### src/rtl/cram_pkg.sv
// Shared types and defaults for the colour RAM arbiter.
// States, grant owner and default geometry/wait-state values.
package cram_pkg;

    localparam int AW_DEF      = 9;
    localparam int DW_DEF      = 8;
    localparam int RD_WAIT_DEF = 2;
    localparam int WR_WAIT_DEF = 2;

    localparam logic [2:0] S_IDLE      = 3'd0;
    localparam logic [2:0] S_RD        = 3'd1;
    localparam logic [2:0] S_WR_SETUP  = 3'd2;
    localparam logic [2:0] S_WR_STROBE = 3'd3;
    localparam logic [2:0] S_WR_HOLD   = 3'd4;

    typedef enum logic {
        GNT_VID = 1'b0,
        GNT_CPU = 1'b1
    } gnt_t;

    function automatic int wait_max(input int a, input int b);
        return (a > b) ? a : b;
    endfunction

endpackage

### src/rtl/cram_arbiter_if.sv
// Bus bundle between requesters, the arbiter and the CRAM pins.
// slave = arbiter side, master = requester / pin-model side.
interface cram_arbiter_if
    import cram_pkg::*;
#(
    parameter int AW = AW_DEF,
    parameter int DW = DW_DEF
);
    logic          vid_req;
    logic [AW-1:0] vid_addr;
    logic          vid_ack;
    logic [DW-1:0] vid_data;

    logic          cpu_req;
    logic          cpu_we;
    logic [AW-1:0] cpu_addr;
    logic [DW-1:0] cpu_wdata;
    logic          cpu_ack;
    logic [DW-1:0] cpu_rdata;

    logic [AW-1:0] sram_addr;
    logic          sram_cen;
    logic          sram_oen;
    logic          sram_wen;
    logic [DW-1:0] sram_dout;
    logic          sram_doe;
    logic [DW-1:0] sram_din;

    modport slave (
        input  vid_req, vid_addr, cpu_req, cpu_we,
        input  cpu_addr, cpu_wdata, sram_din,
        output vid_ack, vid_data, cpu_ack, cpu_rdata,
        output sram_addr, sram_cen, sram_oen,
        output sram_wen, sram_dout, sram_doe
    );

    modport master (
        output vid_req, vid_addr, cpu_req, cpu_we,
        output cpu_addr, cpu_wdata, sram_din,
        input  vid_ack, vid_data, cpu_ack, cpu_rdata,
        input  sram_addr, sram_cen, sram_oen,
        input  sram_wen, sram_dout, sram_doe
    );

endinterface

### src/rtl/cram_arbiter.sv
// Colour RAM sequencer: video/CPU arbitration, SRAM strobes, acks.
// Optional macro CRAM_STALL_CNT_EN adds the cpu_stall_cnt output.
module cram_arbiter
    import cram_pkg::*;
#(
    parameter int AW      = AW_DEF,
    parameter int DW      = DW_DEF,
    parameter int RD_WAIT = RD_WAIT_DEF,
    parameter int WR_WAIT = WR_WAIT_DEF
) (
    input  logic           clk,
    input  logic           rst_n,
    cram_arbiter_if.slave  bus
`ifdef CRAM_STALL_CNT_EN
    ,
    output logic [15:0]    cpu_stall_cnt
`endif
);

    localparam int WMAX = wait_max(RD_WAIT, WR_WAIT);
    localparam int CW   = (WMAX > 1) ? $clog2(WMAX) : 1;

    localparam logic [CW-1:0] RD_LAST = CW'(RD_WAIT - 1);
    localparam logic [CW-1:0] WR_LAST = CW'(WR_WAIT - 1);

    logic [2:0]    state;
    gnt_t          owner;
    logic          fair;
    logic [CW-1:0] cnt;

    logic grant_vid;
    assign grant_vid = bus.vid_req && (!bus.cpu_req || !fair);

    // Sequencer: state, strobes, latched address/data and ack pulses.
    always_ff @(posedge clk or negedge rst_n) begin
        if (!rst_n) begin
            state         <= S_IDLE;
            owner         <= GNT_VID;
            fair          <= 1'b0;
            cnt           <= '0;
            bus.sram_addr <= '0;
            bus.sram_cen  <= 1'b1;
            bus.sram_oen  <= 1'b1;
            bus.sram_wen  <= 1'b1;
            bus.sram_dout <= '0;
            bus.sram_doe  <= 1'b0;
            bus.vid_ack   <= 1'b0;
            bus.vid_data  <= '0;
            bus.cpu_ack   <= 1'b0;
            bus.cpu_rdata <= '0;
        end else begin
            bus.vid_ack <= 1'b0;
            bus.cpu_ack <= 1'b0;
            case (state)
                S_IDLE: begin
                    cnt <= '0;
                    if (grant_vid) begin
                        owner         <= GNT_VID;
                        fair          <= bus.cpu_req;
                        state         <= S_RD;
                        bus.sram_addr <= bus.vid_addr;
                        bus.sram_cen  <= 1'b0;
                        bus.sram_oen  <= 1'b0;
                    end else if (bus.cpu_req) begin
                        owner         <= GNT_CPU;
                        fair          <= 1'b0;
                        bus.sram_addr <= bus.cpu_addr;
                        bus.sram_cen  <= 1'b0;
                        if (bus.cpu_we) begin
                            state         <= S_WR_SETUP;
                            bus.sram_doe  <= 1'b1;
                            bus.sram_dout <= bus.cpu_wdata;
                        end else begin
                            state        <= S_RD;
                            bus.sram_oen <= 1'b0;
                        end
                    end
                end
                S_RD: begin
                    if (cnt == RD_LAST) begin
                        state        <= S_IDLE;
                        bus.sram_cen <= 1'b1;
                        bus.sram_oen <= 1'b1;
                        if (owner == GNT_VID) begin
                            bus.vid_data <= bus.sram_din;
                            bus.vid_ack  <= 1'b1;
                        end else begin
                            bus.cpu_rdata <= bus.sram_din;
                            bus.cpu_ack   <= 1'b1;
                        end
                    end else begin
                        cnt <= cnt + 1'b1;
                    end
                end
                S_WR_SETUP: begin
                    state        <= S_WR_STROBE;
                    bus.sram_wen <= 1'b0;
                    cnt          <= '0;
                end
                S_WR_STROBE: begin
                    if (cnt == WR_LAST) begin
                        state        <= S_WR_HOLD;
                        bus.sram_wen <= 1'b1;
                    end else begin
                        cnt <= cnt + 1'b1;
                    end
                end
                S_WR_HOLD: begin
                    state        <= S_IDLE;
                    bus.sram_cen <= 1'b1;
                    bus.sram_doe <= 1'b0;
                    bus.cpu_ack  <= 1'b1;
                end
                default: begin
                    state        <= S_IDLE;
                    bus.sram_cen <= 1'b1;
                    bus.sram_oen <= 1'b1;
                    bus.sram_wen <= 1'b1;
                    bus.sram_doe <= 1'b0;
                end
            endcase
        end
    end

`ifdef CRAM_STALL_CNT_EN
    logic cpu_busy;
    assign cpu_busy = (state != S_IDLE) && (owner == GNT_CPU);

    // Saturating count of cycles the CPU waits while not being serviced.
    always_ff @(posedge clk or negedge rst_n) begin
        if (!rst_n) begin
            cpu_stall_cnt <= '0;
        end else if (bus.cpu_req && !cpu_busy &&
                     cpu_stall_cnt != 16'hFFFF) begin
            cpu_stall_cnt <= cpu_stall_cnt + 16'd1;
        end
    end
`endif

endmodule
### src/flat_wrapper.sv
// flat-port wrapper written by rule: the top's interface ports become plain ports
module cram_arbiter_flat import cram_pkg::*;
#(
    parameter int AW      = AW_DEF,
    parameter int DW      = DW_DEF,
    parameter int RD_WAIT = RD_WAIT_DEF,
    parameter int WR_WAIT = WR_WAIT_DEF
)
  (clk, rst_n, bus_vid_req, bus_vid_addr, bus_cpu_req, bus_cpu_we, bus_cpu_addr, bus_cpu_wdata, bus_sram_din, bus_vid_ack, bus_vid_data, bus_cpu_ack, bus_cpu_rdata, bus_sram_addr, bus_sram_cen, bus_sram_oen, bus_sram_wen, bus_sram_dout, bus_sram_doe);
  cram_arbiter_if #(.AW(AW), .DW(DW)) bus_i ();
  input  logic clk;
  input  logic rst_n;
  input wire logic [$bits(bus_i.vid_req)-1:0] bus_vid_req;
  input wire logic [$bits(bus_i.vid_addr)-1:0] bus_vid_addr;
  input wire logic [$bits(bus_i.cpu_req)-1:0] bus_cpu_req;
  input wire logic [$bits(bus_i.cpu_we)-1:0] bus_cpu_we;
  input wire logic [$bits(bus_i.cpu_addr)-1:0] bus_cpu_addr;
  input wire logic [$bits(bus_i.cpu_wdata)-1:0] bus_cpu_wdata;
  input wire logic [$bits(bus_i.sram_din)-1:0] bus_sram_din;
  output wire logic [$bits(bus_i.vid_ack)-1:0] bus_vid_ack;
  output wire logic [$bits(bus_i.vid_data)-1:0] bus_vid_data;
  output wire logic [$bits(bus_i.cpu_ack)-1:0] bus_cpu_ack;
  output wire logic [$bits(bus_i.cpu_rdata)-1:0] bus_cpu_rdata;
  output wire logic [$bits(bus_i.sram_addr)-1:0] bus_sram_addr;
  output wire logic [$bits(bus_i.sram_cen)-1:0] bus_sram_cen;
  output wire logic [$bits(bus_i.sram_oen)-1:0] bus_sram_oen;
  output wire logic [$bits(bus_i.sram_wen)-1:0] bus_sram_wen;
  output wire logic [$bits(bus_i.sram_dout)-1:0] bus_sram_dout;
  output wire logic [$bits(bus_i.sram_doe)-1:0] bus_sram_doe;
  assign bus_i.vid_req = bus_vid_req;
  assign bus_i.vid_addr = bus_vid_addr;
  assign bus_i.cpu_req = bus_cpu_req;
  assign bus_i.cpu_we = bus_cpu_we;
  assign bus_i.cpu_addr = bus_cpu_addr;
  assign bus_i.cpu_wdata = bus_cpu_wdata;
  assign bus_i.sram_din = bus_sram_din;
  assign bus_vid_ack = bus_i.vid_ack;
  assign bus_vid_data = bus_i.vid_data;
  assign bus_cpu_ack = bus_i.cpu_ack;
  assign bus_cpu_rdata = bus_i.cpu_rdata;
  assign bus_sram_addr = bus_i.sram_addr;
  assign bus_sram_cen = bus_i.sram_cen;
  assign bus_sram_oen = bus_i.sram_oen;
  assign bus_sram_wen = bus_i.sram_wen;
  assign bus_sram_dout = bus_i.sram_dout;
  assign bus_sram_doe = bus_i.sram_doe;
  cram_arbiter #(.AW(AW), .DW(DW), .RD_WAIT(RD_WAIT), .WR_WAIT(WR_WAIT)) u_core (.clk(clk), .rst_n(rst_n), .bus(bus_i));
endmodule
### config.mk
export PLATFORM = sky130hd
export DESIGN_NAME = cram_arbiter_flat
export DESIGN_NICKNAME = d
export VERILOG_FILES = /design/src/rtl/cram_pkg.sv /design/src/rtl/cram_arbiter_if.sv /design/src/rtl/cram_arbiter.sv /design/src/flat_wrapper.sv
export SDC_FILE = /design/constraint.sdc
export NUM_CORES = 1
export LEC_CHECK = 0
export CAP_MARGIN = 10
export CORE_MARGIN = 2
export CORE_UTILIZATION = 35
export CTS_CLUSTER_DIAMETER = 80
export CTS_CLUSTER_SIZE = 16
export DETAILED_ROUTE_END_ITERATION = 7
export PLACE_DENSITY = 0.74
export SLEW_MARGIN = 20
export SYNTH_ARGS = -nofsm -noshare
export SYNTH_HDL_FRONTEND = slang
export SYNTH_SLANG_ARGS = --single-unit
export TNS_END_PERCENT = 5
### constraint.sdc
create_clock -name clk -period 1.8 [get_ports clk]
set_input_delay 0.36 -clock clk [delete_from_list [all_inputs] [get_ports clk]]
set_output_delay 0.36 -clock clk [all_outputs]
set_load 0.02 [all_outputs]
* Yosys cells after proc, flatten, opt, wreduce, memory -nomap -nowiden *
Cells that the tools add are included.

cells by class
  add/subtract/negate cells = 1
  equal/unequal tests = 11
  muxes and demuxes = 32
  bitwise gates (word level) = 6
  reductions and logical operators = 22

operators with widths
  cell                 number
  $mux 1               18
  $mux 9               2
  $mux 3               4
  $pmux 3 s4           1
  $reduce_and 3->1     4
  $reduce_and 4->1     3
  $pmux 1 s3           3
  $reduce_or 3->1      3
  $eq 3x2->1 const B   2
  $ne 2x2->1 const B   3
  $ne 3x2->1 const B   2
  $not 1->1            6
  $pmux 1 s2           3
  $reduce_or 2->1      3
  $ne 2x1->1 const B   2
  $reduce_and 2->1     2
  $reduce_bool 2->1    2
  $eq 3x1->1 const B   1
  $eq 3x3->1 const B   1
  $logic_not 3->1      1
  $logic_not 1->1      2
  $mux 2               1
  $add 1x1->1 const B  1
  $logic_and 1x1->1    1
  $logic_or 1x1->1     1

word-level totals
  flip-flop bits (word level) = 45
  output and inout bits = 39

* Logic depth before layout (Yosys ltp) *
  depth in word-level cells = 5
  depth in mapped cells = 5
  depth with buffers taken out = 3

* Worst setup path after synthesis *
Ideal clock, no wire load.

  path kind = register to register
  start point = reg u_core.state[0]
  end point = reg u_core.bus.sram_dout[0]
  arrival time = 1.793 ns
  required time = 1.675 ns
  path slack = -0.118 ns
  stages on the path, launching flop included = 6
  buffers on the path = 2
  clock period less this slack = 1.918 ns
  path through = dfrtp_1 buf_6 or4b_4 or3_1 buf_6 mux2_4

between the ends
  cells in the longest elaborated chain, start to end = 2

ends and longest elaborated chain
  item                        RTL line               source
  start, declared             cram_arbiter.sv:26     logic [2:0] state;
  start signal, assigned      cram_arbiter.sv:37     state <= S_IDLE;
  start signal, assigned      cram_arbiter.sv:60     state <= S_RD;
  start signal, assigned      cram_arbiter.sv:70     state <= S_WR_SETUP;
  $logic_not 3->1             cram_arbiter.sv:54     case (state)
  $reduce_and 4->1 (no line)  -
  end signal, assigned        cram_arbiter.sv:72     bus.sram_dout <= bus.cpu_wdata;
  end, declared               cram_arbiter_if.sv:34  output sram_wen, sram_dout, sram_doe

No other way between the ends.
A chain may end at the register's enable or synchronous reset.

* Worst setup path after layout *
  start point = reg u_core.state[2]
  end point = reg u_core.bus.sram_dout[0]

Same word-level chain as after synthesis.

==> metrics.txt <==
Skew-Pair Late Insertion Delay 290 ps; Crit path required time 1980 ps; I/O pins 78; I/O Buffers 77; clk_skew 3.53 ps; initial drt markers 53; Hold Fails Final Rpt 0; Post-Syn Area 1920 sq um; Net count, final 285; GRT Total Usage 0.149; initial core utilization 0.370; htree depth 2; # rows 26; Setup WS post-layout -63.6 ps; initial antenna violation count 0; final setup violation count 8; hold_ws 142 ps; count of state elements after synthesis 45; hold crit path type input port to async pin; CTS max path bufs 2; DP Area 2810 sq um; Worst setup SP type flop; type of destination of the critical path flop; Syn Area/Cell 12.0 sq um; number of nets with antenna violations after routing 0; post-synthesis cell count 160; RSZ-0062 raised after global routing true; vias 1,535; hpwl dp 3.14 mm; Die W 78.2 microns; worst-path fanout max 5; status finished with violations; Leak 1.26 nW; Finished Cell Area 2920 sq um; Slew HR 0.628; first-pass GRT wire length 7.20 mm; worst slew pin tran 558 ps; WL per Instance 14.0 microns; layout cells sized above 1 0.215; vias in the first global route 1,539; largest net degree at the start of global routing 46; Congestion Overflow GR 0; Clk Tree Root Cell clkbuf_8; core area 5200 sq um; final core occ 0.561; Setup CP Type flop to flop; Max IR drop VDD 0.848 mV; clock tree from TritonCTS built; post-layout minimum cycle time 1860 ps; Fmax achieved 0.537 GHz; area growth from synthesis to layout 51.8%; Tcrit/Tclk final 1.04; # DRC 0; Die H 78.2 microns; Post-Syn Nets 199; post-detailed-routing wire length 4.45 mm; drt pass-1 iters 4; total CTS buffers 5; power per cell area 1810 nW/um^2; count of different cell masters after synthesis 29; post-DR vias/cell 4.84; die area 6110 sq um; Pins Over Slew Limit 0; Setup TNS Final -438 ps; failing checks negative setup slack; register area share after synthesis 0.587; max_cap viols 0; number of diodes 0; CTS Sinks 45; RePlAce Congestion 0.773; Yosys warnings 0; Arr. time, crit path 2040 ps; clock slew at reported path FFs 80 ps
-- critical path, stage by stage, from the launching register on --
cell and delay, ps:
dfrtp_1 380, or4b_4 540, or3_4 400, buf_6 150, mux2_4 290
-- cell families after synthesis --
group | after synthesis | synth area share
buffers and inverters | 16 | 0.0397
AOI/OAI and AO/OA | 23 | 0.0761
and+or+nand+nor | 52 | 0.141
DFF | 45 | 0.587
muxes | 24 | 0.156
-- cells in the mapped netlist --
cell type  instances  share of area
dfrtp_1           42           0.55
nor3_1            28          0.073
mux2_2            16          0.094
a21oi_1           11          0.029
clkbuf_1           9          0.018
mux2_4             8          0.062
nand2_1            8          0.016
inv_1              4         0.0078
nor2_1             4         0.0078
dfstp_2            3          0.041
nand2b_1           3         0.0098
nor2b_1            3         0.0098
a211oi_1           2         0.0078
a21o_1             2         0.0078
buf_6              2          0.012
or3_1              2         0.0065
a21bo_2            1         0.0052
a21boi_0           1         0.0039
a221oi_1           1         0.0046
a31oi_1            1         0.0033
a32oi_1            1         0.0046
buf_2              1         0.0026
nor3b_1            1         0.0039
o21ai_0            1         0.0026
o22ai_1            1         0.0033
o2bb2ai_1          1         0.0046
or2_2              1         0.0033
or3b_2             1         0.0046
or4b_4             1         0.0072
-- flip-flops by register name, indices dropped and copies added (netlist names) --
name / count
u_core.bus.cpu_ack: 1
u_core.bus.cpu_rdata: 8
u_core.bus.sram_addr: 9
u_core.bus.sram_cen: 1
u_core.bus.sram_doe: 1
u_core.bus.sram_dout: 8
u_core.bus.sram_oen: 1
u_core.bus.sram_wen: 1
u_core.bus.vid_ack: 1
u_core.bus.vid_data: 8
u_core.cnt: 1
u_core.fair: 1
u_core.owner: 1
u_core.state: 3
-- worst paths after layout --
path                                     start                      end  slack (ps)  cells after the start
setup / recovery               u_core.state[2]  u_core.bus.sram_dout[0]         -60                      4
hold / removal                           rst_n  u_core.bus.sram_addr[3]         140                      2
setup reg to reg               u_core.state[2]  u_core.bus.sram_dout[0]         -60                      4
hold reg to reg            u_core.bus.sram_oen      u_core.bus.sram_oen         480                      2
max in group asynchronous                rst_n      u_core.bus.sram_wen        1280                      2
min in group clk           u_core.bus.sram_oen      u_core.bus.sram_oen         480                      2
-- cell type report --
class	count	area [sq um]
clock buffer	7	76.3
clock inverter	1	7.51
inverter	4	15.0
fill	479	2280
multi-input combinational	99	723
sequential	45	1130
timing repair buffer	91	881
tap	70	87.6
-- routing by layer --
layer  global-route usage  vias up  routed length, microns
met3               0.0609        7                     337
met4               0.0368        0                      41
met5                    0        -                       0
met2                0.245       49                    2140
li1                     -      736                       -
met1                0.182      743                    1930
-- cell usage in the layout (no fill, tap or decap), types with 2 or more instances in the layout --
cell type / n
dfrtp_1: 42
dlygate4sd2_1: 2
a211oi_1: 2
mux2_4: 8
dfstp_2: 3
clkdlybuf4s50_1: 72
a21o_1: 2
clkbuf_8: 5
buf_4: 12
nand2b_1: 3
nor2b_1: 3
nand2_1: 8
clkbuf_1: 2
inv_1: 4
buf_6: 2
a21oi_1: 11
dlymetal6s2s_1: 2
nor3_1: 28
mux2_2: 16
nor2_1: 4
-- what timing repair did --
item	in CTS	in global routing
resized for setup	5	3
buffers inserted	0	0
hold buffers	0	0
setup endpoints to repair	10	10
cloned	1	0
hold endpoints to repair	0	0
pin swaps	1	0
-- report_power, final --
group	total [W]	internal (W)	leakage, nW	switching (W)
Sequential	0.00180	0.00154	0.526	0.000265
Combinational	0.00289	0.00152	0.693	0.00137
Clock	0.000593	0.000275	0.0385	0.000319
-- metrics by stage --
stage / std cells / setup WS (ps) / total power (W)
detailed placement: 308 / -584 / 0.00474
floorplan: 160 / -110 / 0.00342
global route: 317 / -90.4 / 0.00561
global placement: 308 / -566 / 0.00467
CTS: 317 / -64.1 / 0.00535
finish: 317 / -63.6 / 0.00528
No activity file was read; power rests on OpenSTA's default activity.
